## src/rtl/prog_loader_pkg.sv

```systemverilog
// Shared types and constants for the boot-time program loader.
// Loader states, instruction word width and default sizing.
package prog_loader_pkg;

  localparam int unsigned WORD_W        = 16;
  localparam int unsigned DEF_ADDR_W    = 8;
  localparam int unsigned DEF_MAX_WORDS = 256;

  typedef enum logic [2:0] {
    ST_IDLE,
    ST_LEN_HI,
    ST_LEN_LO,
    ST_DATA_HI,
    ST_DATA_LO,
    ST_WRITE,
    ST_CHK,
    ST_DONE
  } state_e;

endpackage

```

## src/rtl/prog_loader_byte_pair_assembler.sv

```systemverilog
// Joins a big-endian byte pair into one instruction word and
// pulses word_valid for the cycle after the low byte lands.
module byte_pair_assembler
  import prog_loader_pkg::*;
(
  input  logic              clk,
  input  logic              rst_n,
  input  logic              hi_en,
  input  logic              lo_en,
  input  logic [7:0]        byte_in,
  output logic [WORD_W-1:0] word,
  output logic              word_valid
);

  logic [WORD_W-1:0] word_q, word_d;
  logic              valid_q, valid_d;

  // Merge the incoming byte into the proper half of the word
  always_comb begin
    word_d  = word_q;
    valid_d = lo_en;
    if (hi_en) word_d[15:8] = byte_in;
    if (lo_en) word_d[7:0]  = byte_in;
  end

  // Word and strobe registers
  always_ff @(posedge clk or negedge rst_n) begin
    if (!rst_n) begin
      word_q  <= '0;
      valid_q <= 1'b0;
    end else begin
      word_q  <= word_d;
      valid_q <= valid_d;
    end
  end

  assign word       = word_q;
  assign word_valid = valid_q;

endmodule

```

## src/rtl/prog_loader.sv

```systemverilog
// Boot loader: length header + big-endian words into imem, CPU held until done.
// Optional trailing XOR checksum byte: PROG_LOADER_CHECKSUM_EN.
module prog_loader
  import prog_loader_pkg::*;
#(
  parameter int unsigned ADDR_W    = DEF_ADDR_W,
  parameter int unsigned MAX_WORDS = DEF_MAX_WORDS
) (
  input  logic              clk,
  input  logic              reset,
  input  logic              start,
  input  logic [7:0]        in_data,
  input  logic              in_valid,
  output logic              in_ready,
  output logic [ADDR_W-1:0] imem_addr,
  output logic [WORD_W-1:0] imem_wdata,
  output logic              imem_wen,
  output logic              cpu_hold,
  output logic              done,
  output logic              error,
  output logic [ADDR_W:0]   word_count
);

  localparam logic [ADDR_W:0]   MAX_WC   = (ADDR_W+1)'(MAX_WORDS);
  localparam logic [15:0]       MAX_LEN  = 16'(MAX_WORDS);
  localparam logic [ADDR_W-1:0] MAX_ADDR = ADDR_W'(MAX_WORDS - 1);

`ifdef PROG_LOADER_CHECKSUM_EN
  localparam state_e FIN_ST = ST_CHK;
`else
  localparam state_e FIN_ST = ST_DONE;
`endif

  state_e          state_q, state_d;
  logic [15:0]     len_q, len_d;
  logic [ADDR_W:0] wc_q, wc_d;
  logic            err_q, err_d;
  logic            done_q, done_d;
`ifdef PROG_LOADER_CHECKSUM_EN
  logic [7:0]      chk_q, chk_d;
`endif

  logic        xfer;
  logic        hi_en;
  logic        lo_en;
  logic [15:0] len_new;
  logic [16:0] wc_next;
  logic        asm_valid;
  logic [WORD_W-1:0] asm_word;

  assign in_ready = (state_q == ST_LEN_HI)
                 || (state_q == ST_LEN_LO)
                 || (state_q == ST_DATA_HI)
                 || (state_q == ST_DATA_LO)
                 || (state_q == ST_CHK);
  assign xfer    = in_valid && in_ready;
  assign hi_en   = xfer && (state_q == ST_DATA_HI);
  assign lo_en   = xfer && (state_q == ST_DATA_LO);
  assign len_new = {len_q[15:8], in_data};
  assign wc_next = 17'(wc_q) + 17'd1;

  byte_pair_assembler u_asm (
    .clk        (clk),
    .rst_n      (reset),
    .hi_en      (hi_en),
    .lo_en      (lo_en),
    .byte_in    (in_data),
    .word       (asm_word),
    .word_valid (asm_valid)
  );

  // Next-state, length capture, word counting and status flags
  always_comb begin
    state_d = state_q;
    len_d   = len_q;
    wc_d    = wc_q;
    err_d   = err_q;
    done_d  = done_q;
`ifdef PROG_LOADER_CHECKSUM_EN
    chk_d   = chk_q;
`endif
    unique case (state_q)
      ST_IDLE, ST_DONE: begin
        if (state_q == ST_DONE) done_d = !err_q;
        if (start) begin
          state_d = ST_LEN_HI;
          len_d   = '0;
          wc_d    = '0;
          err_d   = 1'b0;
          done_d  = 1'b0;
`ifdef PROG_LOADER_CHECKSUM_EN
          chk_d   = '0;
`endif
        end
      end
      ST_LEN_HI: begin
        if (xfer) begin
          len_d[15:8] = in_data;
          state_d     = ST_LEN_LO;
        end
      end
      ST_LEN_LO: begin
        if (xfer) begin
          len_d = len_new;
          if (len_new == 16'd0) begin
            state_d = FIN_ST;
          end else if (len_new > MAX_LEN) begin
            err_d   = 1'b1;
            state_d = ST_DONE;
          end else begin
            state_d = ST_DATA_HI;
          end
        end
      end
      ST_DATA_HI: begin
        if (xfer) begin
          state_d = ST_DATA_LO;
`ifdef PROG_LOADER_CHECKSUM_EN
          chk_d   = chk_q ^ in_data;
`endif
        end
      end
      ST_DATA_LO: begin
        if (xfer) begin
          state_d = ST_WRITE;
`ifdef PROG_LOADER_CHECKSUM_EN
          chk_d   = chk_q ^ in_data;
`endif
        end
      end
      ST_WRITE: begin
        if (wc_q != MAX_WC) wc_d = wc_next[ADDR_W:0];
        if (wc_next < {1'b0, len_q}) state_d = ST_DATA_HI;
        else                         state_d = FIN_ST;
      end
      ST_CHK: begin
`ifdef PROG_LOADER_CHECKSUM_EN
        if (xfer) begin
          if (in_data != chk_q) err_d = 1'b1;
          state_d = ST_DONE;
        end
`else
        state_d = ST_IDLE;
`endif
      end
      default: state_d = ST_IDLE;
    endcase
  end

  // Loader state registers
  always_ff @(posedge clk or negedge reset) begin
    if (!reset) begin
      state_q <= ST_IDLE;
      len_q   <= '0;
      wc_q    <= '0;
      err_q   <= 1'b0;
      done_q  <= 1'b0;
    end else begin
      state_q <= state_d;
      len_q   <= len_d;
      wc_q    <= wc_d;
      err_q   <= err_d;
      done_q  <= done_d;
    end
  end

`ifdef PROG_LOADER_CHECKSUM_EN
  // Running XOR of the data bytes
  always_ff @(posedge clk or negedge reset) begin
    if (!reset) chk_q <= '0;
    else        chk_q <= chk_d;
  end
`endif

  assign imem_wen   = asm_valid;
  assign imem_wdata = asm_word;
  assign imem_addr  = (wc_q >= MAX_WC) ? MAX_ADDR
                                       : wc_q[ADDR_W-1:0];
  assign done       = done_q;
  assign cpu_hold   = !done_q;
  assign error      = err_q;
  assign word_count = wc_q;

endmodule

```

## config.mk

```make
export PLATFORM = sky130hd
export DESIGN_NAME = prog_loader
export DESIGN_NICKNAME = d
export VERILOG_FILES = /design/src/rtl/prog_loader_pkg.sv /design/src/rtl/prog_loader_byte_pair_assembler.sv /design/src/rtl/prog_loader.sv
export SDC_FILE = /design/constraint.sdc
export NUM_CORES = 1
export LEC_CHECK = 0
export BUFFER_PORTS_ARGS = -buffer_cell sky130_fd_sc_hd__buf_2
export CAP_MARGIN = 0
export CORE_UTILIZATION = 40
export CTS_BUF_LIST = sky130_fd_sc_hd__clkbuf_4 sky130_fd_sc_hd__clkbuf_8
export DETAILED_ROUTE_END_ITERATION = 12
export GPL_TIMING_DRIVEN = 0
export PLACE_DENSITY_LB_ADDON = 0.08
export SLEW_MARGIN = 40
export SYNTH_ARGS = -nofsm -noshare
export SYNTH_HDL_FRONTEND = slang
export SYNTH_HIERARCHICAL = 1
export SYNTH_SLANG_ARGS = --single-unit
```

## constraint.sdc

```tcl
create_clock -name clk -period 3.5 [get_ports clk]
set_input_delay 0.7 -clock clk [delete_from_list [all_inputs] [get_ports clk]]
set_output_delay 0.7 -clock clk [all_outputs]
set_load 0.01 [all_outputs]
```

==> results of run 1 <==
-- kinds of logic (layout without fill, tap and decap cells) --
logic type	count (synthesis)	in the layout	share of synthesized area
AO/OA/AOI/OAI	53	53	0.1441
XOR/XNOR	8	8	0.02958
adder cells (fa/ha/maj)	11	11	0.05248
buffers and inverters	31	87	0.05772
flip-flops	47	47	0.4485
multiplexers	17	17	0.09590
AND/OR/NAND/NOR	84	84	0.1718
-- report_power, final --
part	internal [mW]	switching, mW
Clock	0.209	0.192
Sequential	0.732	0.132
Combinational	0.553	0.605
Total	1.49	0.930
-- critical path: stages (launching register included) --
cell and delay [ns]:
dfrtp_1 0.47, and3_1 0.23, and3_4 0.19, and3_4 0.19, and3_1 0.18, ha_1 0.28, a2111oi_0 0.41, o21ai_0 0.14
o211ai_1 0.22, o211ai_1 0.11
-- metal layers --
metal	track usage	routed length, um	up-vias	part of all wire
met4	0.08150	178	0	0.030
met3	0.03976	245	13	0.041
li1	-	-	995	-
met2	0.2884	2663	57	0.45
met1	0.2474	2853	965	0.48
met5	0	0	-	0
-- synthesized netlist by cell type, drive strengths merged, types with 3 or more instances --
cell type	instances	share of area
xor2	4	0.016
nand3	23	0.044
a211oi	4	0.011
or2	8	0.019
a22o	4	0.013
o21ai	22	0.042
dfrtp	47	0.45
nor2	14	0.023
nand2	16	0.024
xnor2	4	0.013
clkbuf	4	0.0057
mux2	17	0.096
nor4	4	0.0095
buf	7	0.023
inv	20	0.029
and3	6	0.019
a21oi	9	0.017
nor3	3	0.0057
ha	11	0.052
-- state kept, by name (all words and copies together) (netlist names) --
register	flops
done	1
error	1
len_q	16
state_q	3
u_asm/word	16
u_asm/word_valid	1
word_count	9
-- path summary, 6_finish.rpt --
check	slack (ns)	end	start	depth (start not counted)
setup / recovery	0.94	state_q[2]	word_count[2]	9
hold / removal	0.39	done	reset	1
setup reg to reg	0.94	state_q[2]	word_count[2]	9
hold reg to reg	0.51	len_q[1]	len_q[1]	1
max in group asynchronous	2.67	len_q[0]	reset	1
min in group clk	0.51	len_q[1]	len_q[1]	1
-- cell type report --
class / count / area, um2 / area share
Timing Repair Buffer: 49 / 247.7 / 0.08049
Multi-Input combinational cell: 173 / 1300 / 0.4224
Tap cell: 77 / 96.34 / 0.03130
Sequential cell: 47 / 1176 / 0.3821
Inverter: 20 / 75.07 / 0.02439
Clock buffer: 5 / 68.82 / 0.02236
Clock inverter: 2 / 37.54 / 0.01220
Buffer: 11 / 76.32 / 0.02480
-- through the flow --
stage | utilization | std cells | hold slack (ns) | instance area [um2]
2_1_floorplan | - | 251 | 0.4044 | 2623
3_3_place_gp | 0.4668 | 377 | 0.4920 | 2964
3_5_place_dp | 0.4672 | 377 | 0.4865 | 2967
4_1_cts | 0.4839 | 384 | 0.4225 | 3073
5_1_grt | 0.4847 | 384 | 0.4391 | 3078
6_report | 0.4847 | 384 | 0.3867 | 3078
==> metrics.cfg, run 1 <==
[clock_tree]
cts-root-buf = clkbuf_8
cts_tree = yes
h-tree-depth = 2
clock_sinks = 47
numCtsBuffers = 5
cts_resized = 0
hold_buffers = 0
clock_path_buffers = 2
post_cts_buffers = 0
insertion_delay_ns = 0.30
path_clk_slew_ns = 0.09

[global_route]
grt_pass1_wl_mm = 10.07
grt-ovfl-total = 0
antenna_found_initial = 0
grt_max_degree = 48
grt_use_total = 0.1849
grt_pass1_vias = 2024

[hold_path]
hold_class = primary input to async pin

[logic_synthesis]
postSynthCellCount = 251
syn_area_um2 = 2623
synth_flop_cell = dfrtp_1
ys_types = 47
ys_seq_area_frac = 0.4485
ys_warn_count = 6
syn_avg_cell_area_um2 = 10.45
syn-num-nets = 274
ys_seq_elements = 47
synth_edf_count = 0
async_flop_share = 1.000

[final_layout]
layout_commonest_cell = buf_2
fillerInstances = 652
mostFrequentLayoutCells = buf_2, dfrtp_1, nand3_1, o21ai_0, inv_1
drive_gt1_frac = 0.3257
num-nets-final = 330
diodes = 0
syn_to_final_growth_pct = 17.37

[route]
drt-total-wl_mm = 5.940
drcViolationCount = 0
avgViaCountPerCell = 5.286
postRouteAntennaNets = 0
firstDrtPassIters = 4
vias = 2030
drt_iter0_markers = 75
routedWlPerCell_um = 15.47

[place]
numPortBuffers = 49
routabilityCongestion = 0.7491
dp_hpwl_mm = 4.245
dp_slack_ns = 0.9457

[timing]
hold_viol = 0
period_needed_ns = 2.555
finClkSkew_ns = 0.008133
setup_viol = 0
slew_headroom = 0.4725
worstMarginPinSlew_ns = 0.7806
clock.fmax_mhz = 391.4
slew_viol_final = 0
rsz0062_at_grt = false
fin_ws_ns = 0.9449
fin_setup_tns_ns = 0
period_share = 0.7300

[worst_setup_path]
path_max_fanout = 8
cp.required_ns = 3.68
critPathKind = flop to flop
worstPathArrival_ns = 2.73
crit_path_end_kind = flop
start_kind = flop

[pwr]
p_leak_nw = 1.492
fin_total_pwr_mw = 2.424
powerDensity_nw_per_um2 = 787.5
peakVddDrop_mv = 0.3725

[die]
die_w_um = 82.97
start_util = 0.4130
core_area_um2 = 6350
fp.dieH_um = 82.97
dieArea_um2 = 6884
rows = 29
io_pins = 50

[job]
maxCapViolations = 0

[status]
status = completed

(Power assumes the default switching activity.)
==> run 2, diff against run 1 <==
==> constraint.sdc (replaced) <==
create_clock -name clk -period 2.1 [get_ports clk]
set_input_delay 0.42 -clock clk [delete_from_list [all_inputs] [get_ports clk]]
set_output_delay 0.42 -clock clk [all_outputs]
set_load 0.01 [all_outputs]
==> run 2 against run 1 <==
Effect of this change:
- final cell count grew 2.9%
- sequential cell count unchanged
- the run now ends with negative setup slack left
- worst setup slack got worse by 1.0 ns
- die area unchanged
- combinational power grew 81%
- clock power increased by 83%
- sequential power rose by 64%
- cell area rose by 6.7%
- register-to-register slack got worse by 1.0 ns
- largest power group unchanged
- largest cell class unchanged
- critical endpoint unchanged
==> metrics.cfg, run 2 (synthesis gave the netlist of run 1 again) <==
[timing]
clock.fmax_mhz = 461.0  ; was 391.4 MHz
rsz0062_at_grt = true  ; was false
fin_setup_tns_ns = -0.06917  ; was 0 ns
whs_ns = 0.1242  ; was 0.3867 ns
period_share = 1.033  ; was 0.7300
finClkSkew_ns = 0.005833  ; was 0.008133 ns
setup_viol = 1  ; was 0
period_needed_ns = 2.169  ; was 2.555 ns
worstMarginPinSlew_ns = 0.8142  ; was 0.7806 ns
slew_headroom = 0.4498  ; was 0.4725
fin_ws_ns = -0.06917  ; was 0.9449 ns
hold_viol = 0  ; unchanged
slew_viol_final = 0  ; unchanged

[clock_tree]
clock_sinks = 47  ; unchanged
clock_path_buffers = 2  ; unchanged
cts-root-buf = clkbuf_8  ; unchanged
numCtsBuffers = 5  ; unchanged
insertion_delay_ns = 0.31  ; was 0.30 ns
h-tree-depth = 2  ; unchanged
path_clk_slew_ns = 0.10  ; was 0.09 ns
cts_tree = yes  ; unchanged

[final_layout]
diodes = 0  ; unchanged
multi_input_area_um2 = 1401  ; was 1300 um2
fillerInstances = 590  ; was 652
fin_cells = 395  ; was 384
syn_to_final_growth_pct = 25.29  ; was 17.37%
postLayoutCoreUtil = 0.5174  ; was 0.4847
mostFrequentLayoutCells = buf_2, dfrtp_1, nand3_1, inv_1, o21ai_0  ; was buf_2, dfrtp_1, nand3_1, o21ai_0, inv_1
drive_gt1_frac = 0.3962  ; was 0.3257
num-nets-final = 340  ; was 330
layout_commonest_cell = buf_2  ; unchanged
seq_area_um2 = 1182  ; was 1176 um2

[pwr]
clockPowerShare = 0.173  ; was 0.166
p_comb_frac = 0.494  ; was 0.478
peakVddDrop_mv = 0.5967  ; was 0.3725 mV
p_leak_nw = 1.564  ; was 1.492 nW
swShare = 0.3816  ; was 0.3837
p_int_mw = 2.630  ; was 1.494 mW
power.switching_mw = 1.623  ; was 930.0 uW
powerDensity_nw_per_um2 = 1295  ; was 787.5 nW/um2
sequentialPowerShare = 0.334  ; was 0.356

[worst_setup_path]
path_max_fanout = 2  ; was 8
start_kind = flop  ; unchanged
critPathKind = flop to flop  ; unchanged
crit_path_end_kind = flop  ; unchanged
cp.required_ns = 2.28  ; was 3.68 ns
worstPathArrival_ns = 2.35  ; was 2.73 ns

[hold_path]
hold_class = primary input to async pin  ; unchanged

[route]
drt-total-wl_mm = 6.319  ; was 5.940 mm
firstDrtPassIters = 4  ; unchanged
postRouteAntennaNets = 0  ; unchanged
drcViolationCount = 0  ; unchanged
avgViaCountPerCell = 5.210  ; was 5.286
vias = 2058  ; was 2030
drt_iter0_markers = 70  ; was 75
routedWlPerCell_um = 16.00  ; was 15.47 um

[global_route]
grt_max_degree = 48  ; unchanged
grt_pass1_wl_mm = 10.46  ; was 10.07 mm
grt_use_total = 0.1938  ; was 0.1849
antenna_found_initial = 0  ; unchanged
grt-ovfl-total = 0  ; unchanged
grt_pass1_vias = 2063  ; was 2024

[die]
start_util = 0.4130  ; unchanged
io_pins = 50  ; unchanged
fp.dieH_um = 82.97  ; unchanged
die_w_um = 82.97  ; unchanged
core_area_um2 = 6350  ; unchanged
rows = 29  ; unchanged
dieArea_um2 = 6884  ; unchanged

[status]
status = finished, violations left  ; was completed
violations = negative setup slack

[job]
maxCapViolations = 0  ; unchanged

[place]
dp_hpwl_mm = 4.268  ; was 4.245 mm
routabilityCongestion = 0.7497  ; was 0.7491
dp_cells = 377  ; unchanged
numPortBuffers = 49  ; unchanged

==> run 2: changes by cell type in the layout (fill, tap and decap cells not counted), moves of 3 or more <==
cell,change
ha_1,-3
and3_4,+3
dfrtp_2,+5
dfrtp_1,-5
ha_4,+3
buf_4,+8
==> run 2: final cells by class <==
class                           instances  area share
Buffer                                 11     0.02399
Timing Repair Buffer                   59      0.1005
Sequential cell                        47      0.3599
Multi-Input combinational cell        173      0.4265
Clock buffer                            6     0.02513
Inverter                               20     0.02285
Clock inverter                          2     0.01181
Tap cell                               77     0.02932
==> run 2: path summary, 6_finish.rpt <==
path                       slack [ns]          start            end  cells past startpoint
min in group clk                 0.41     in_data[6]       len_q[6]                      3
setup / recovery                -0.07  word_count[1]     state_q[2]                      9
max in group asynchronous        1.53          reset  word_count[1]                      1
hold / removal                   0.12          reset           done                      1
setup reg to reg                -0.07  word_count[1]     state_q[2]                      9
hold reg to reg                  0.51  u_asm/word[0]  u_asm/word[0]                      1
==> run 2: through the flow <==
stage	instance area, um2	total power [mW]	setup slack, ns
finish	3286	4.253	-0.06917
global route	3286	4.579	-0.1742
CTS	3208	4.260	-0.1038
detailed placement	3014	3.437	-0.2239
global placement	3012	3.412	-0.2020
floorplan	2670	2.838	-0.06572
==> run 2: per-layer routing <==
| layer | routed length (um) | vias to the layer above | GRT usage | part of all wire |
|---|---|---|---|---|
| met5 | 0 | - | 0 | 0 |
| met4 | 65 | 0 | 0.05172 | 0.010 |
| met3 | 227 | 7 | 0.03976 | 0.036 |
| met2 | 2952 | 47 | 0.3204 | 0.47 |
| met1 | 3073 | 991 | 0.2590 | 0.49 |
| li1 | - | 1013 | - | - |
==> run 2: worst max-delay path, stage by stage (launching register included) <==
cell       delay, ns
dfrtp_2         0.45
buf_6           0.13
and3_4          0.17
and3_4          0.19
and3_4          0.18
ha_4            0.22
a2111oi_4       0.28
o21ai_1         0.10
o211ai_1        0.20
o211ai_1        0.12
==> run 2: power by group through the flow <==
stage | combinational, mW | sequential, mW | clock, mW
finish | 2.10 | 1.42 | 0.735
floorplan | 1.31 | 1.53 | 0
CTS | 2.10 | 1.41 | 0.750
global placement | 1.95 | 1.46 | 0
detailed placement | 1.98 | 1.46 | 0
global route | 2.32 | 1.46 | 0.792
==> run 2: what timing repair did <==
item / in CTS / in global routing
buffers inserted: 7 / 3
hold buffers: 0 / 0
gates resized for setup: 5 / 11
pin swaps: 5 / 5
endpoints found under the hold margin: 0 / 0
endpoints found under the setup margin: 1 / 2
